### src/rtl/alu_seq_muldiv.sv
// rtl/alu_seq_muldiv.sv - registered EX-stage ALU with start/busy/done handshake and shift-add multiply
// Optional feature: define ALU_DIV_EN to build the restoring unsigned divider (op 10); otherwise op 10 is illegal.

module alu_seq_muldiv #(
    parameter int WIDTH   = 32,
    parameter int SHAMT_W = $clog2(WIDTH)
) (
    input  logic               clk,
    input  logic               rst_n,
    input  logic               start,
    input  logic [WIDTH-1:0]   read_data1,
    input  logic [WIDTH-1:0]   read_data2,
    input  logic [3:0]         op_code,
    input  logic [SHAMT_W-1:0] shift_amt,
    output logic [WIDTH-1:0]   result,
    output logic [WIDTH-1:0]   result_hi,
    output logic               zero,
    output logic               busy,
    output logic               done,
    output logic               div_by_zero,
    output logic               illegal_op
);

    localparam int CNT_W = $clog2(WIDTH) + 1;
    localparam logic [CNT_W-1:0] CNT_LAST = CNT_W'(WIDTH);

    typedef enum logic {IDLE, RUN} state_t;

    state_t           state;
    logic [CNT_W-1:0] cnt;
    logic [WIDTH-1:0] opa;
    // acc_hi:acc_lo hold product high:low for mul, remainder:quotient for div
    logic [WIDTH-1:0] acc_hi;
    logic [WIDTH-1:0] acc_lo;
    logic [WIDTH-1:0] mul_add;
    logic [WIDTH:0]   mul_sum;
    logic [WIDTH-1:0] alu_y;
    logic             alu_ill;

    assign mul_add = {WIDTH{acc_lo[0]}} & opa;
    assign mul_sum = {1'b0, acc_hi} + {1'b0, mul_add};

`ifdef ALU_DIV_EN
    logic [WIDTH-1:0] opb;
    logic             is_div;
    logic             dz_pend;
    logic [WIDTH:0]   div_sh;
    logic [WIDTH:0]   div_diff;
    logic             div_ge;

    assign div_sh   = {acc_hi, acc_lo[WIDTH-1]};
    assign div_diff = div_sh - {1'b0, opb};
    assign div_ge   = (div_sh >= {1'b0, opb});
`else
    assign div_by_zero = 1'b0;
`endif

    // Single-cycle result for ops 0-8; flags every code with no datapath as illegal
    always_comb begin
        alu_y   = '0;
        alu_ill = 1'b0;
        case (op_code)
            4'd0:    alu_y = read_data1 + read_data2;
            4'd1:    alu_y = read_data1 - read_data2;
            4'd2:    alu_y = read_data1 & read_data2;
            4'd3:    alu_y = read_data1 | read_data2;
            4'd4:    alu_y = read_data1 << shift_amt;
            4'd5:    alu_y = read_data1 >> shift_amt;
            4'd6:    alu_y = WIDTH'($signed(read_data1) >>> shift_amt);
            4'd7:    alu_y = (read_data1 > read_data2) ? read_data1 : read_data2;
            4'd8:    alu_y = (read_data1 < read_data2) ? read_data1 : read_data2;
            4'd9:    alu_y = '0;
`ifdef ALU_DIV_EN
            4'd10:   alu_y = '0;
`endif
            default: alu_ill = 1'b1;
        endcase
    end

    // Control FSM plus datapath registers: accept in IDLE, iterate in RUN, publish on the final edge
    always_ff @(posedge clk or negedge rst_n) begin
        if (!rst_n) begin
            state      <= IDLE;
            cnt        <= '0;
            opa        <= '0;
            acc_hi     <= '0;
            acc_lo     <= '0;
            result     <= '0;
            result_hi  <= '0;
            zero       <= 1'b0;
            busy       <= 1'b0;
            done       <= 1'b0;
            illegal_op <= 1'b0;
`ifdef ALU_DIV_EN
            opb         <= '0;
            is_div      <= 1'b0;
            dz_pend     <= 1'b0;
            div_by_zero <= 1'b0;
`endif
        end else begin
            done <= 1'b0;
            case (state)
                IDLE: begin
                    if (start) begin
                        illegal_op <= 1'b0;
`ifdef ALU_DIV_EN
                        div_by_zero <= 1'b0;
`endif
                        if (op_code == 4'd9) begin
                            state  <= RUN;
                            busy   <= 1'b1;
                            cnt    <= '0;
                            opa    <= read_data1;
                            acc_hi <= '0;
                            acc_lo <= read_data2;
`ifdef ALU_DIV_EN
                            is_div  <= 1'b0;
                            dz_pend <= 1'b0;
                        end else if (op_code == 4'd10) begin
                            state  <= RUN;
                            busy   <= 1'b1;
                            is_div <= 1'b1;
                            opb    <= read_data2;
                            if (read_data2 == '0) begin
                                // Skip the iterations: preload the final answer and finish next edge
                                cnt     <= CNT_LAST;
                                dz_pend <= 1'b1;
                                acc_hi  <= read_data1;
                                acc_lo  <= '1;
                            end else begin
                                cnt     <= '0;
                                dz_pend <= 1'b0;
                                acc_hi  <= '0;
                                acc_lo  <= read_data1;
                            end
`endif
                        end else begin
                            result     <= alu_y;
                            result_hi  <= '0;
                            zero       <= (alu_y == '0);
                            illegal_op <= alu_ill;
                            done       <= 1'b1;
                        end
                    end
                end
                RUN: begin
                    if (cnt == CNT_LAST) begin
                        state     <= IDLE;
                        busy      <= 1'b0;
                        done      <= 1'b1;
                        result    <= acc_lo;
                        result_hi <= acc_hi;
`ifdef ALU_DIV_EN
                        zero        <= is_div ? (acc_lo == '0) : ({acc_hi, acc_lo} == '0);
                        div_by_zero <= dz_pend;
`else
                        zero      <= ({acc_hi, acc_lo} == '0);
`endif
                    end else begin
                        cnt <= cnt + 1'b1;
`ifdef ALU_DIV_EN
                        if (is_div) begin
                            if (div_ge) begin
                                acc_hi <= div_diff[WIDTH-1:0];
                                acc_lo <= {acc_lo[WIDTH-2:0], 1'b1};
                            end else begin
                                acc_hi <= div_sh[WIDTH-1:0];
                                acc_lo <= {acc_lo[WIDTH-2:0], 1'b0};
                            end
                        end else begin
                            acc_hi <= mul_sum[WIDTH:1];
                            acc_lo <= {mul_sum[0], acc_lo[WIDTH-1:1]};
                        end
`else
                        acc_hi <= mul_sum[WIDTH:1];
                        acc_lo <= {mul_sum[0], acc_lo[WIDTH-1:1]};
`endif
                    end
                end
                default: state <= IDLE;
            endcase
        end
    end

endmodule

### config.mk
export PLATFORM = sky130hd
export DESIGN_NAME = alu_seq_muldiv
export DESIGN_NICKNAME = d
export VERILOG_FILES = /design/src/rtl/alu_seq_muldiv.sv
export SDC_FILE = /design/constraint.sdc
export NUM_CORES = 1
export LEC_CHECK = 0
export ABC_AREA = 1
export BUFFER_PORTS_ARGS = -buffer_cell sky130_fd_sc_hd__buf_4
export CAP_MARGIN = 20
export CORE_ASPECT_RATIO = 2
export CORE_MARGIN = 2
export CORE_UTILIZATION = 42
export CTS_BUF_LIST = sky130_fd_sc_hd__clkbuf_8
export DETAILED_ROUTE_END_ITERATION = 8
export PLACE_DENSITY_LB_ADDON = 0.1
export SLEW_MARGIN = 5
export SYNTH_ARGS = -nofsm -noshare
export SYNTH_HDL_FRONTEND = slang
export SYNTH_SLANG_ARGS = --single-unit
### constraint.sdc
create_clock -name clk -period 8.38 [get_ports clk]
set_input_delay 1.676 -clock clk [delete_from_list [all_inputs] [get_ports clk]]
set_output_delay 1.676 -clock clk [all_outputs]
set_load 0.05 [all_outputs]
# Yosys cells after proc, flatten, opt, wreduce, memory -nomap -nowiden
# Index checks and enable logic that the tools add are counted.
# W data, S select, Z words.
[word_totals] ff_bits=171 in_bits=76 out_inout_bits=69
[classes] addsub=4 magnitude_cmp=2 n_eq_ne=15 n_shift=3 n_mux=41 bitwise_logic=4 n_reduce_logical=9
[op_table] cell="$mux W32" n=14
[op_table] cell="$pmux W32 S9" n=1
[op_table] cell="$pmux W32 S2" n=4
[op_table] cell="$and A32 B32 Y32" n=2
[op_table] cell="$logic_not A64 Y1" n=1
[op_table] cell="$add A32 B32 Y33" n=1
[op_table] cell="$add A32 B32 Y32" n=1
[op_table] cell="$gt A32 B32 Y1" n=1
[op_table] cell="$logic_not A32 Y1" n=1
[op_table] cell="$lt A32 B32 Y1" n=1
[op_table] cell="$or A32 B32 Y32" n=1
[op_table] cell="$shl A32 B5 Y32" n=1
[op_table] cell="$shr A32 B5 Y32" n=1
[op_table] cell="$sshr A32 B5 Y32" n=1
[op_table] cell="$sub A32 B32 Y32" n=1
[op_table] cell="$mux W6" n=3
[op_table] cell="$eq A4 B3 Y1 const B" n=4
[op_table] cell="$mux W1" n=14
[op_table] cell="$pmux W6 S2" n=1
[op_table] cell="$reduce_and A3 Y1" n=4
[op_table] cell="$reduce_or A9 Y1" n=1
[op_table] cell="$eq A4 B2 Y1 const B" n=2
[op_table] cell="$eq A4 B4 Y1 const B" n=2
[op_table] cell="$ne A2 B2 Y1 const B" n=4
[op_table] cell="8 further kinds" n=11

# Longest topological paths before layout
[logic_depth] word_depth=7 depth_mapped=24

# Worst setup path after synthesis
# No wires, ideal clock.
[synth_timing] kind="input -> register" from="input port read_data1[0]" to="register zero" arrival_ns=4.017 setup_slack_ns=4.286 stages=22 path_buffers=2 cell_sequence="inv_1 -> ha_1 -> fa_1 -> inv_1 -> nand3_1 -> nand2_1 -> nand2_1 -> nand2_1 -> nand2_1 -> nand2_2 -> nand2_2 -> nand2_4 -> nand2_4 -> buf_6 -> buf_6 -> o21ai_1 -> nor2_1 -> nor3_2 -> nand3_1 -> nor2_1 -> nand3_1 -> a21oi_1"
[synth_via] elab_chain_cells=7 elab_cells_between_ends=16 classes_between="add/sub (2); order compare (2); shift (3); mux (6); bitwise (2); reduce/logical (1)"
[synth_rtl] element="start: declaration" line="11" text="input logic [WIDTH-1:0] read_data1,"
[synth_rtl] element="$lt A32 B32 Y1 / $gt A32 B32 Y1 (equally long branches)" line="71, 70"
[synth_rtl] element="$mux W32, on equally long branches" line="71, 70"
[synth_rtl] element="$pmux W32 S9 (*)" line="62" text="case (op_code)"
[synth_rtl] element="$logic_not A32 Y1 (*)" line="140" text="zero <= (alu_y == '0);"
[synth_rtl] element="$mux W1 (*)" line="109" text="if (op_code == 4'd9) begin"
[synth_rtl] element="$mux W1 (*)" line="104" text="if (start) begin"
[synth_rtl] element="$pmux W1 S2 (*)" line="102" text="case (state)"
[synth_rtl] element="end signal: assignment" line="140"
[synth_rtl] element="end signal: assignment" line="157" text="zero <= ({acc_hi, acc_lo} == '0);"
[synth_rtl] element="end: declaration" line="17" text="output logic zero,"
# Every way passes the cells marked *; elsewhere a longest branch is shown, timed or not. The select of a mux whose other input is x is not followed.
# A chain may end at the register's enable or synchronous reset.

# Worst setup path in the final report
[layout_timing] from="input port read_data2[21]" to="register zero"
[layout_via] elab_chain_cells=7 elab_cells_between_ends=13 classes_between="add/sub (2); order compare (2); mux (6); bitwise (2); reduce/logical (1)"
[layout_rtl] element="start: declaration" line="12" text="input logic [WIDTH-1:0] read_data2,"
[layout_rtl] element="$lt A32 B32 Y1 / $gt A32 B32 Y1 (equally long branches)" line="71, 70"
[layout_rtl] element="$mux W32, on equally long branches" line="71, 70"
[layout_rtl] element="$pmux W32 S9 (*)" line="62"
[layout_rtl] element="$logic_not A32 Y1 (*)" line="140"
[layout_rtl] element="$mux W1 (*)" line="109"
[layout_rtl] element="$mux W1 (*)" line="104"
[layout_rtl] element="$pmux W1 S2 (*)" line="102"
# Marks and branches as above.

==> results.yml <==
floorplan:
  die_w_um: 155
  die-area_um2: 47600
  rows: 110
  chipHeight_um: 306
  start_util_pct: 42.5
  io_pins: 145
  core_area_um2: 45100
worst_setup_path:
  worstSetupPathType: "in -> reg"
  reg2reg_to: "acc_lo[3]"
  crit_chain: "buf_4, inv_1, ha_1, inv_2, nand2_1, nand2_1, a21oi_2, nand2_1, a21oi_4, buf_4, nand2_4, nand2_4, inv_2, nor2_1, nor2_1, nor2_1, nand3_1, nor2_1, nand2_1, nor2_1, nand3_1, a21oi_1"
  cpMaxStageDelayCell: "ha_1"
  reg2reg_depth: 11
  critPathTopFamily: "simple AND/OR/NAND/NOR gates"
  cp_num_buf_inv: 5
  start_kind: "input pin"
  cpPeakStageDelay_ns: 0.74
  cp_common_cell: "nor2_1"
  cp.required_ns: 8.88
  rrSetupSlack_ns: 4.22
  cp_max_fo: 59
  rr_startpoint: "cnt[0]"
  crit_arrival_ns: 6.32
  cp-end-kind: "flop"
synthesis:
  synth_cell_types: 53
  syn_inst: 3199
  netlist_top_cells_area: "dfrtp_1 22%, nand2_1 17%, nand3_1 14%"
  syn-num-nets: 3408
  yosys_most_used_dff: "dfrtp_1"
  synth-edff-count: 0
  yosysTopAreaCellShare_pct: 22.3
  ys_warn_count: 0
  syn_area_per_cell_um2: 6.00
  ys_seq_area_share_pct: 22.3
  synth-seq-cells: 171
  synth_area_um2: 19200
  synth_area_leader_cell: "dfrtp_1"
  synthArstFlopShare_pct: 100
pwr:
  p_leak_nw: 10.8
  ir_drop_uv: 172
  power_density_nw_per_um2: 231
finish:
  multi_input_area_um2: 12900
  area.growth.synth_to_final_pct: 9.07
  final_common_cell: "nand2_1"
  final_cell_mix: "873 x nand2_1, 547 x nand3_1, 330 x inv_1, 292 x nor2_1, 172 x buf_4"
  seq_area_um2: 4280
  fill_cells: 4950
  drive_gt1_share_pct: 8.52
  final_util_pct: 46.4
  nets: 3446
  fin_cells: 3813
grt:
  grt_max_degree: 73
  grt_pass1_vias: 25000
  overflow: 0
  grt.total_usage_pct: 51.5
  antenna_found_initial: 5
  grt_pass1_wl_um: 178000
timing:
  max_freq_mhz: 172
  finalSetupTns_ns: 0
  rsz0062_at_grt: "no"
  clock_skew_ns: 0.0257
  min_period_ns: 5.83
  worst_hold_slack_ns: 0.484
  tightest_slew_ns: 1.39
  hold_violations: 0
  maxSlewHeadroom_pct: 7.40
  setup_viol: 0
  period_share_pct: 69.5
  maxSlewViolCount: 0
status:
  status: "finished clean"
cts:
  cts_buffers: 17
  cts.clk_slew.worst_paths_ns: 0.10
  cts_sinks: 171
  hold_buffers: 0
  cts-root-buf: "clkbuf_8"
  cts_tree: "built"
  clock_path_buffers: 2
  clk_latency_ns: 0.58
  cts_resized: 0
  htreeDepth: 4
  postCtsSetupRepairBufs: 0
worst_hold_path:
  hold_path.startpoint: "result_hi[29]"
  hold_path_depth: 2
  whs_endpoint: "result_hi[29]"
  hold_path_class: "reg -> reg"
placed_design:
  dp_hpwl_um: 95500
  io_buffers: 143
  placedCellCount: 3774
  place.gp.congestion: 1.15
detailed_routing:
  viasPerCell: 6.53
  ant_nets: 0
  drt_wl_total_um: 121000
  drtIter0Drc: 3372
  drc_errors: 0
  vias: 24900
  post_drt_wl_per_cell_um: 31.8
  dr.pass1.iters: 9
flow_run:
  max-cap-violations: 0
## worst max-delay path by stage
stage	start	endpoint	slack [ns]	cells after the start
after floorplan	read_data1[0]	zero	4.29	22
after detailed placement	read_data2[2]	zero	2.33	24
after CTS	read_data1[29]	zero	2.87	22
final	read_data2[21]	zero	2.55	22
after global routing	read_data1[29]	zero	2.28	22
after global placement	read_data2[2]	zero	2.31	22
## report_power, final
part | internal, W | switching [W] | total, W
logic | 0.000748 | 0.00207 | 0.00282
clock network | 0.000246 | 0.000399 | 0.000645
registers | 0.00113 | 0.000252 | 0.00138
## cell usage after synthesis (3+ instances only)
master	count
nor3_1	33
nand3_1	548
a21oi_1	162
o21a_1	9
a211oi_1	4
or2_2	7
nand4_1	27
o21ai_1	4
nand2_2	5
buf_1	28
nor2_2	10
nor2_1	296
buf_4	12
o22ai_1	20
inv_2	19
nand2_1	875
a21oi_2	4
clkbuf_1	83
inv_1	331
o2111ai_1	5
o31ai_1	28
o211ai_2	3
xnor2_1	4
nand3b_1	8
xor2_1	4
ha_1	130
o221ai_1	32
nor2_4	6
clkinv_1	4
buf_6	8
o211ai_1	20
nor4_1	19
buf_2	25
a21o_1	8
a31oi_1	35
o21ai_0	170
dfrtp_1	171
and2_1	9
o21bai_1	11
fa_1	3
## worst min-delay path: cells and delay by family, from the launching register on
family,cells,cell delay [ns]
AND/OR/NAND/NOR,2,0.11
flip-flops,1,0.36
## stage by stage
step	setup WS, ns	power [W]	area, µm²
after floorplan	4.29	0.00307	19200
after global placement	2.31	0.00405	20500
after detailed placement	2.33	0.00409	20500
after CTS	2.87	0.00471	20900
after global routing	2.28	0.00506	20900
final	2.55	0.00484	20900
## sequential cells by signal, indices dropped and copies added (netlist names)
register    flops
done            1
illegal_op      1
acc_hi         32
acc_lo         32
zero            1
busy            1
result         32
cnt             6
state           1
opa            32
result_hi      32
## area by class of cell
type / instances / area share (%)
inverter: 354 / 6.34
clock inverter: 15 / 0.741
timing repair buffer: 175 / 6.35
multi-input combinational: 2518 / 61.6
sequential: 171 / 20.4
antenna: 3 / 0.0358
tap: 560 / 3.34
clock buffer: 17 / 1.12
## kinds of logic (layout without fill, tap and decap cells)
family | after synthesis | count (layout) | share of synthesized area [%]
AOI/OAI and AO/OA | 524 | 524 | 16.2
xor gates and xnor gates | 8 | 8 | 0.365
adders and majority gates | 133 | 133 | 8.78
buffers and inverters | 510 | 561 | 10.7
DFF | 171 | 171 | 22.3
other | 1 | 4 | 0.0195
and+or+nand+nor | 1852 | 1852 | 41.7
## layer usage
| metal | part of all wire (%) | up-vias | wire length (µm) | GRT usage [%] |
|---|---|---|---|---|
| met5 | 0.011 | - | 13 | 0.952 |
| met4 | 16 | 2 | 19700 | 60.5 |
| met3 | 8.9 | 875 | 10800 | 17.0 |
| met2 | 46 | 1915 | 56400 | 84.3 |
| met1 | 28 | 11400 | 34400 | 45.4 |
| li1 | - | 10700 | - | - |
Power figures use the tool's default switching activity.
